File: src/rtl/axi_xbar_1ton.sv
// axi_xbar_1ton: AXI4 one-master to NSLV-slave crossbar.
//
// Routes the AR/R and AW/W/B channels of a single master to one of NSLV
// slaves. The target is chosen by base/mask address decode. The lowest
// matching index wins. The route is latched at address acceptance, so later
// changes of the master address cannot reroute a transaction in flight.
// Addresses that match no slave go to an internal DECERR responder. That
// responder returns full-length read bursts and swallows write bursts.
// Read and write paths are independent. Each path allows one transaction
// outstanding. All channels pass through combinationally with zero latency.
//
// Ports:
//   clock, reset                  system clock, synchronous active-high reset
//   m_ar*/m_arready               master read address channel
//   m_r*/m_rready                 master read data channel
//   m_aw*/m_awready               master write address channel
//   m_w*/m_wready                 master write data channel
//   m_b*/m_bready                 master write response channel
//   s_ar*, s_aw*, s_w*            per-slave request channels, slot i = slave i
//   s_arready, s_awready, s_wready  per-slave request ready
//   s_r*, s_b*                    per-slave response channels
//   s_rready, s_bready            per-slave response ready
module axi_xbar_1ton #(
  parameter int NSLV = 2,
  parameter int ADDR_W = 32,
  parameter int DATA_W = 32,
  parameter int ID_W = 4,
  parameter logic [NSLV*ADDR_W-1:0] SLV_BASE = {32'h8000_0000, 32'h0200_0000},
  parameter logic [NSLV*ADDR_W-1:0] SLV_MASK = {32'hF000_0000, 32'hFFFF_0000}
) (
  input  logic                     clock,
  input  logic                     reset,
  // master read address
  input  logic                     m_arvalid,
  input  logic [ADDR_W-1:0]        m_araddr,
  input  logic [ID_W-1:0]          m_arid,
  input  logic [7:0]               m_arlen,
  input  logic [2:0]               m_arsize,
  input  logic [1:0]               m_arburst,
  output logic                     m_arready,
  // master read data
  output logic                     m_rvalid,
  output logic [DATA_W-1:0]        m_rdata,
  output logic [1:0]               m_rresp,
  output logic                     m_rlast,
  output logic [ID_W-1:0]          m_rid,
  input  logic                     m_rready,
  // master write address
  input  logic                     m_awvalid,
  input  logic [ADDR_W-1:0]        m_awaddr,
  input  logic [ID_W-1:0]          m_awid,
  input  logic [7:0]               m_awlen,
  input  logic [2:0]               m_awsize,
  input  logic [1:0]               m_awburst,
  output logic                     m_awready,
  // master write data
  input  logic                     m_wvalid,
  input  logic [DATA_W-1:0]        m_wdata,
  input  logic [DATA_W/8-1:0]      m_wstrb,
  input  logic                     m_wlast,
  output logic                     m_wready,
  // master write response
  output logic                     m_bvalid,
  output logic [1:0]               m_bresp,
  output logic [ID_W-1:0]          m_bid,
  input  logic                     m_bready,
  // slave read address
  output logic [NSLV-1:0]          s_arvalid,
  output logic [NSLV*ADDR_W-1:0]   s_araddr,
  output logic [NSLV*ID_W-1:0]     s_arid,
  output logic [NSLV*8-1:0]        s_arlen,
  output logic [NSLV*3-1:0]        s_arsize,
  output logic [NSLV*2-1:0]        s_arburst,
  input  logic [NSLV-1:0]          s_arready,
  // slave read data
  input  logic [NSLV-1:0]          s_rvalid,
  input  logic [NSLV*DATA_W-1:0]   s_rdata,
  input  logic [NSLV*2-1:0]        s_rresp,
  input  logic [NSLV-1:0]          s_rlast,
  input  logic [NSLV*ID_W-1:0]     s_rid,
  output logic [NSLV-1:0]          s_rready,
  // slave write address
  output logic [NSLV-1:0]          s_awvalid,
  output logic [NSLV*ADDR_W-1:0]   s_awaddr,
  output logic [NSLV*ID_W-1:0]     s_awid,
  output logic [NSLV*8-1:0]        s_awlen,
  output logic [NSLV*3-1:0]        s_awsize,
  output logic [NSLV*2-1:0]        s_awburst,
  input  logic [NSLV-1:0]          s_awready,
  // slave write data
  output logic [NSLV-1:0]          s_wvalid,
  output logic [NSLV*DATA_W-1:0]   s_wdata,
  output logic [NSLV*DATA_W/8-1:0] s_wstrb,
  output logic [NSLV-1:0]          s_wlast,
  input  logic [NSLV-1:0]          s_wready,
  // slave write response
  input  logic [NSLV-1:0]          s_bvalid,
  input  logic [NSLV*2-1:0]        s_bresp,
  input  logic [NSLV*ID_W-1:0]     s_bid,
  output logic [NSLV-1:0]          s_bready
);

  localparam int SEL_W  = (NSLV > 1) ? $clog2(NSLV) : 1;
  localparam int STRB_W = DATA_W / 8;

  typedef enum logic [1:0] {R_IDLE, R_DATA, R_ERR} rstate_t;
  typedef enum logic [1:0] {W_IDLE, W_DATA, W_RESP} wstate_t;

  // Returns {hit, index}. The loop scans downward so the lowest match is
  // written last and therefore wins.
  function automatic logic [SEL_W:0] decode(input logic [ADDR_W-1:0] addr);
    logic [SEL_W:0] res;
    res = '0;
    for (int i = NSLV - 1; i >= 0; i--) begin
      if ((addr & SLV_MASK[i*ADDR_W +: ADDR_W]) == SLV_BASE[i*ADDR_W +: ADDR_W])
        res = {1'b1, SEL_W'(i)};
    end
    return res;
  endfunction

  logic [SEL_W:0]   ar_dec, aw_dec;
  logic             ar_hit, aw_hit;
  logic [SEL_W-1:0] ar_idx, aw_idx;

  assign ar_dec = decode(m_araddr);
  assign aw_dec = decode(m_awaddr);
  assign ar_hit = ar_dec[SEL_W];
  assign aw_hit = aw_dec[SEL_W];
  assign ar_idx = ar_dec[SEL_W-1:0];
  assign aw_idx = aw_dec[SEL_W-1:0];

  rstate_t          rstate, rstate_nxt;
  wstate_t          wstate, wstate_nxt;
  logic [SEL_W-1:0] rsel, rsel_nxt, wsel, wsel_nxt;
  logic [8:0]       cnt, cnt_nxt;   // DECERR beats left; arlen=255 needs 256
  logic             werr, werr_nxt; // current write targets the DECERR sink
  logic [ID_W-1:0]  rid_q, rid_nxt, bid_q, bid_nxt;

  // control state
  always_ff @(posedge clock) begin
    if (reset) begin
      rstate <= R_IDLE;
      wstate <= W_IDLE;
      rsel   <= '0;
      wsel   <= '0;
      cnt    <= '0;
      werr   <= 1'b0;
    end else begin
      rstate <= rstate_nxt;
      wstate <= wstate_nxt;
      rsel   <= rsel_nxt;
      wsel   <= wsel_nxt;
      cnt    <= cnt_nxt;
      werr   <= werr_nxt;
    end
  end

  // DECERR ids are data; they are only visible in the error states
  always_ff @(posedge clock) begin
    rid_q <= rid_nxt;
    bid_q <= bid_nxt;
  end

  // read path
  always_comb begin
    rstate_nxt = rstate;
    rsel_nxt   = rsel;
    cnt_nxt    = cnt;
    rid_nxt    = rid_q;
    m_arready  = 1'b0;
    s_arvalid  = '0;
    s_araddr   = '0;
    s_arid     = '0;
    s_arlen    = '0;
    s_arsize   = '0;
    s_arburst  = '0;
    m_rvalid   = 1'b0;
    m_rdata    = '0;
    m_rresp    = '0;
    m_rlast    = 1'b0;
    m_rid      = '0;
    s_rready   = '0;
    case (rstate)
      R_IDLE: begin
        if (ar_hit) begin
          s_arvalid[ar_idx]                         = m_arvalid;
          s_araddr[int'(ar_idx)*ADDR_W +: ADDR_W]   = m_araddr;
          s_arid[int'(ar_idx)*ID_W +: ID_W]         = m_arid;
          s_arlen[int'(ar_idx)*8 +: 8]              = m_arlen;
          s_arsize[int'(ar_idx)*3 +: 3]             = m_arsize;
          s_arburst[int'(ar_idx)*2 +: 2]            = m_arburst;
          m_arready                                 = s_arready[ar_idx];
          if (m_arvalid && s_arready[ar_idx]) begin
            rsel_nxt   = ar_idx;
            rstate_nxt = R_DATA;
          end
        end else begin
          m_arready = 1'b1;
          if (m_arvalid) begin
            rid_nxt    = m_arid;
            cnt_nxt    = {1'b0, m_arlen} + 9'd1;
            rstate_nxt = R_ERR;
          end
        end
      end
      R_DATA: begin
        m_rvalid         = s_rvalid[rsel];
        m_rdata          = s_rdata[int'(rsel)*DATA_W +: DATA_W];
        m_rresp          = s_rresp[int'(rsel)*2 +: 2];
        m_rlast          = s_rlast[rsel];
        m_rid            = s_rid[int'(rsel)*ID_W +: ID_W];
        s_rready[rsel]   = m_rready;
        if (s_rvalid[rsel] && m_rready && s_rlast[rsel])
          rstate_nxt = R_IDLE;
      end
      R_ERR: begin
        m_rvalid = 1'b1;
        m_rresp  = 2'b11;
        m_rid    = rid_q;
        m_rlast  = (cnt == 9'd1);
        if (m_rready) begin
          cnt_nxt = cnt - 9'd1;
          if (cnt == 9'd1)
            rstate_nxt = R_IDLE;
        end
      end
      default: rstate_nxt = R_IDLE;
    endcase
  end

  // write path
  always_comb begin
    wstate_nxt = wstate;
    wsel_nxt   = wsel;
    werr_nxt   = werr;
    bid_nxt    = bid_q;
    m_awready  = 1'b0;
    s_awvalid  = '0;
    s_awaddr   = '0;
    s_awid     = '0;
    s_awlen    = '0;
    s_awsize   = '0;
    s_awburst  = '0;
    m_wready   = 1'b0;
    s_wvalid   = '0;
    s_wdata    = '0;
    s_wstrb    = '0;
    s_wlast    = '0;
    m_bvalid   = 1'b0;
    m_bresp    = '0;
    m_bid      = '0;
    s_bready   = '0;
    case (wstate)
      // W beats are held off (m_wready=0) until the address is accepted
      W_IDLE: begin
        if (aw_hit) begin
          s_awvalid[aw_idx]                         = m_awvalid;
          s_awaddr[int'(aw_idx)*ADDR_W +: ADDR_W]   = m_awaddr;
          s_awid[int'(aw_idx)*ID_W +: ID_W]         = m_awid;
          s_awlen[int'(aw_idx)*8 +: 8]              = m_awlen;
          s_awsize[int'(aw_idx)*3 +: 3]             = m_awsize;
          s_awburst[int'(aw_idx)*2 +: 2]            = m_awburst;
          m_awready                                 = s_awready[aw_idx];
          if (m_awvalid && s_awready[aw_idx]) begin
            wsel_nxt   = aw_idx;
            werr_nxt   = 1'b0;
            wstate_nxt = W_DATA;
          end
        end else begin
          m_awready = 1'b1;
          if (m_awvalid) begin
            bid_nxt    = m_awid;
            werr_nxt   = 1'b1;
            wstate_nxt = W_DATA;
          end
        end
      end
      W_DATA: begin
        if (werr) begin
          m_wready = 1'b1;
          if (m_wvalid && m_wlast)
            wstate_nxt = W_RESP;
        end else begin
          s_wvalid[wsel]                            = m_wvalid;
          s_wdata[int'(wsel)*DATA_W +: DATA_W]      = m_wdata;
          s_wstrb[int'(wsel)*STRB_W +: STRB_W]      = m_wstrb;
          s_wlast[wsel]                             = m_wlast;
          m_wready                                  = s_wready[wsel];
          if (m_wvalid && s_wready[wsel] && m_wlast)
            wstate_nxt = W_RESP;
        end
      end
      W_RESP: begin
        if (werr) begin
          m_bvalid = 1'b1;
          m_bresp  = 2'b11;
          m_bid    = bid_q;
          if (m_bready)
            wstate_nxt = W_IDLE;
        end else begin
          m_bvalid       = s_bvalid[wsel];
          m_bresp        = s_bresp[int'(wsel)*2 +: 2];
          m_bid          = s_bid[int'(wsel)*ID_W +: ID_W];
          s_bready[wsel] = m_bready;
          if (s_bvalid[wsel] && m_bready)
            wstate_nxt = W_IDLE;
        end
      end
      default: wstate_nxt = W_IDLE;
    endcase
  end

endmodule

File: config.mk
export PLATFORM = sky130hd
export DESIGN_NAME = axi_xbar_1ton
export DESIGN_NICKNAME = d
export VERILOG_FILES = /design/src/rtl/axi_xbar_1ton.sv
export SDC_FILE = /design/constraint.sdc
export NUM_CORES = 1
export LEC_CHECK = 0
export ABC_AREA = 0
export CELL_PAD_IN_SITES_DETAIL_PLACEMENT = 1
export CELL_PAD_IN_SITES_GLOBAL_PLACEMENT = 1
export CORE_AREA = 2 2 224 226
export DETAILED_ROUTE_END_ITERATION = 10
export DIE_AREA = 0 0 226 228
export PLACE_DENSITY_LB_ADDON = 0.1
export SLEW_MARGIN = 15
export SYNTH_ARGS = -nofsm -noshare
export SYNTH_HDL_FRONTEND = slang
export SYNTH_SLANG_ARGS = --single-unit
File: constraint.sdc
create_clock -name clock -period 2.69 [get_ports clock]
set_input_delay 0.269 -clock clock [delete_from_list [all_inputs] [get_ports clock]]
set_output_delay 0.269 -clock clock [all_outputs]
set_load 0.05 [all_outputs]
==> metrics <==
final antenna-violating net count 0; commonest non-fill, non-tap cell in the layout buf_12; H-tree levels 1; register bit total from synthesis 24; Post-synth EDFFs 8; largest net degree at the start of global routing 61; critical path's largest stage delay 0.44 ns; clk_skew between 0.01 and 0.015 ns; DR pass1 iterations 4; vias in the first global route about 6.8k; CTS Buffer Depth 2; peak supply drop approximately 0.0003 V; critical path required time approximately 2.4 ns; total number of vias 6510; Setup violations, final 0; crit-path cells clkdlybuf4s50_1 -> nor4_1 -> nand2_1 -> or3_4 -> o311a_1 -> buf_4; quantity of I/O buffers inserted on ports between 500 and 600; Top FF cell, synth dfxtp_1; Worst-Margin Slew around 0.75 ns; clock tree sinks 24; Slew Viols, Final 0; synthesized instance count about 650; crit path kind input pin to primary output; Top-Level Pins 572; Distinct cells, synth between 60 and 70; DRC viols 0; fillers 5520; clock slew seen by the registers of the worst setup and hold paths approximately 0.07 ns; die span in x between 200 and 250 um; row count 82; GRT Util Overall 0.125; number of hold buffers added after cts 0; Final Hold Vio Count 0; setup_tns 0 ns; CTS buffer count 3; leak pwr approximately 5.4 nW; first-pass GRT wire length 48300 um; unrepaired setup endpoints after global routing no; routed length per instance between 15 and 20 um; Layout area overhead 193%; reported max-cap violation count 0; via density per instance approximately 3.6; asr flop ratio synth 0; CP max-delay cell or3_4; Root Driver clkbuf_16; Mapped Area 4590 um2; starting density of the core 0.0930; Hold WC Path Type register to register; GPL Wtd Cong approximately 0.74; Tcrit/Tclk final 0.888; Routed WL around 34000 um; Worst Path Max Fanout 4; most frequent cells in the layout 276 x buf_12, 244 x clkdlybuf4s50_1, 155 x and2_1; Final #Nets around 1.4k; Slew Limit Headroom 0.499; Avg Cell Area, Syn approximately 7.1 um2; CP startpoint kind input pin; crit path DAT approximately 2.1 ns; min Tclk post-route between 2 and 2.5 ns; Die Height ~230 um; ANT cells 0; initial antenna violation count 0; postcts setup bufs 0; run status finished clean; TritonCTS clock tree yes; power density cells 258 nW/um2; CORE AREA a little under 50000 um2; synthesis warning total 0; DIE AREA a little over 50000 um2; CP endpoint kind primary output; clk_lat worst skew 0.27 ns; sequential fraction of the synthesis area 0.122; Hold Slack between 0.5 and 0.6 ns; gr ovfl total 0; fraction of layout cells with a size suffix above 1 0.307; detailed placer's ending HPWL approximately 29000 um; Fmax around 420 MHz; Iter 0 DRT Violations 160; CTS resizes 0
## through the flow
step / instance area, um2 / setup slack, ns / utilization / total power, mW / cells
after floorplan: 4720 / 0.0142 / - / 1.93 / 681
after global placement: 13300 / 0.272 / 0.270 / 3.07 / 1823
after detailed placement: 13300 / 0.285 / 0.270 / 3.06 / 1823
after CTS: 13400 / 0.278 / 0.272 / 3.54 / 1827
after global routing: 13400 / 0.182 / 0.272 / 3.73 / 1827
final: 13400 / 0.302 / 0.272 / 3.47 / 1827
## per-layer routing
| layer | vias to the layer above | track usage | routed length, um |
|---|---|---|---|
| met3 | 11 | 0.0264 | 2130 |
| met5 | - | 0 | 0 |
| met4 | 0 | 0.0172 | 288 |
| li1 | 3154 | - | - |
| met1 | 3115 | 0.132 | 12300 |
| met2 | 230 | 0.253 | 19100 |
## Yosys cell counts, types with 5 or more instances
library cell / number / area, um2
a21oi_1: 17 / 85.1
nor2_1: 27 / 101
nand3_1: 9 / 45.0
inv_1: 13 / 48.8
buf_4: 37 / 278
nand2_1: 20 / 75.1
dfxtp_1: 16 / 320
edfxtp_1: 8 / 240
mux2_2: 8 / 90.1
nand4_1: 5 / 31.3
and3_1: 83 / 519
nor3_1: 16 / 80.1
clkbuf_1: 34 / 128
nor2b_1: 46 / 288
buf_2: 14 / 70.1
o21ai_0: 9 / 45.0
mux2i_1: 38 / 380
and2_1: 155 / 970
ha_1: 6 / 75.1
## cell type report
cell class | count | area [um2] | share of cell area
repair buffers | 557 | 8250 | 0.613
clock buffers | 3 | 75.1 | 0.00559
clock inverters | 1 | 30.0 | 0.00223
inverters | 15 | 56.3 | 0.00419
multi-input cells | 555 | 3630 | 0.270
flip-flops and latches | 24 | 562 | 0.0418
well taps | 672 | 841 | 0.0626
## sequential cells by signal (all words and copies together), names as in the netlist
register,count
rsel,1
rstate,2
bid_q,4
rid_q,4
wstate,2
cnt,9
wsel,1
werr,1
## worst paths after layout
path / start / endpoint / slack, ns / depth (start not counted)
hold reg to reg: cnt[3] / cnt[3] / 0.51 / 2
setup / recovery: m_awaddr[18] / m_awready / 0.30 / 6
setup reg to reg: rstate[0] / cnt[4] / 0.69 / 7
hold / removal: cnt[3] / cnt[3] / 0.51 / 2
## cells by family after synthesis
logic type | Yosys count | synth area share
AOI/OAI and AO/OA | 72 | 0.110
xor gates and xnor gates | 6 | 0.0114
adders and majority gates | 6 | 0.0164
buffers and inverters | 102 | 0.119
DFF | 24 | 0.122
muxes | 46 | 0.102
other | 1 | 0.000817
and+or+nand+nor | 389 | 0.518
## critical path: cells and delay by family
family,cells,cell delay [ns]
buffers and inverters,2,0.62
AO/OA/AOI/OAI,1,0.35
AND/OR/NAND/NOR,3,0.87
## where the power goes
part | leakage, nW | switching (mW) | total [mW] | internal [mW]
Clock | 0.0511 | 0.157 | 0.454 | 0.297
Combinational | 5.10 | 1.37 | 2.46 | 1.09
Sequential | 0.209 | 0.0910 | 0.557 | 0.466
Note: power is estimated with default switching activity, not from simulation.
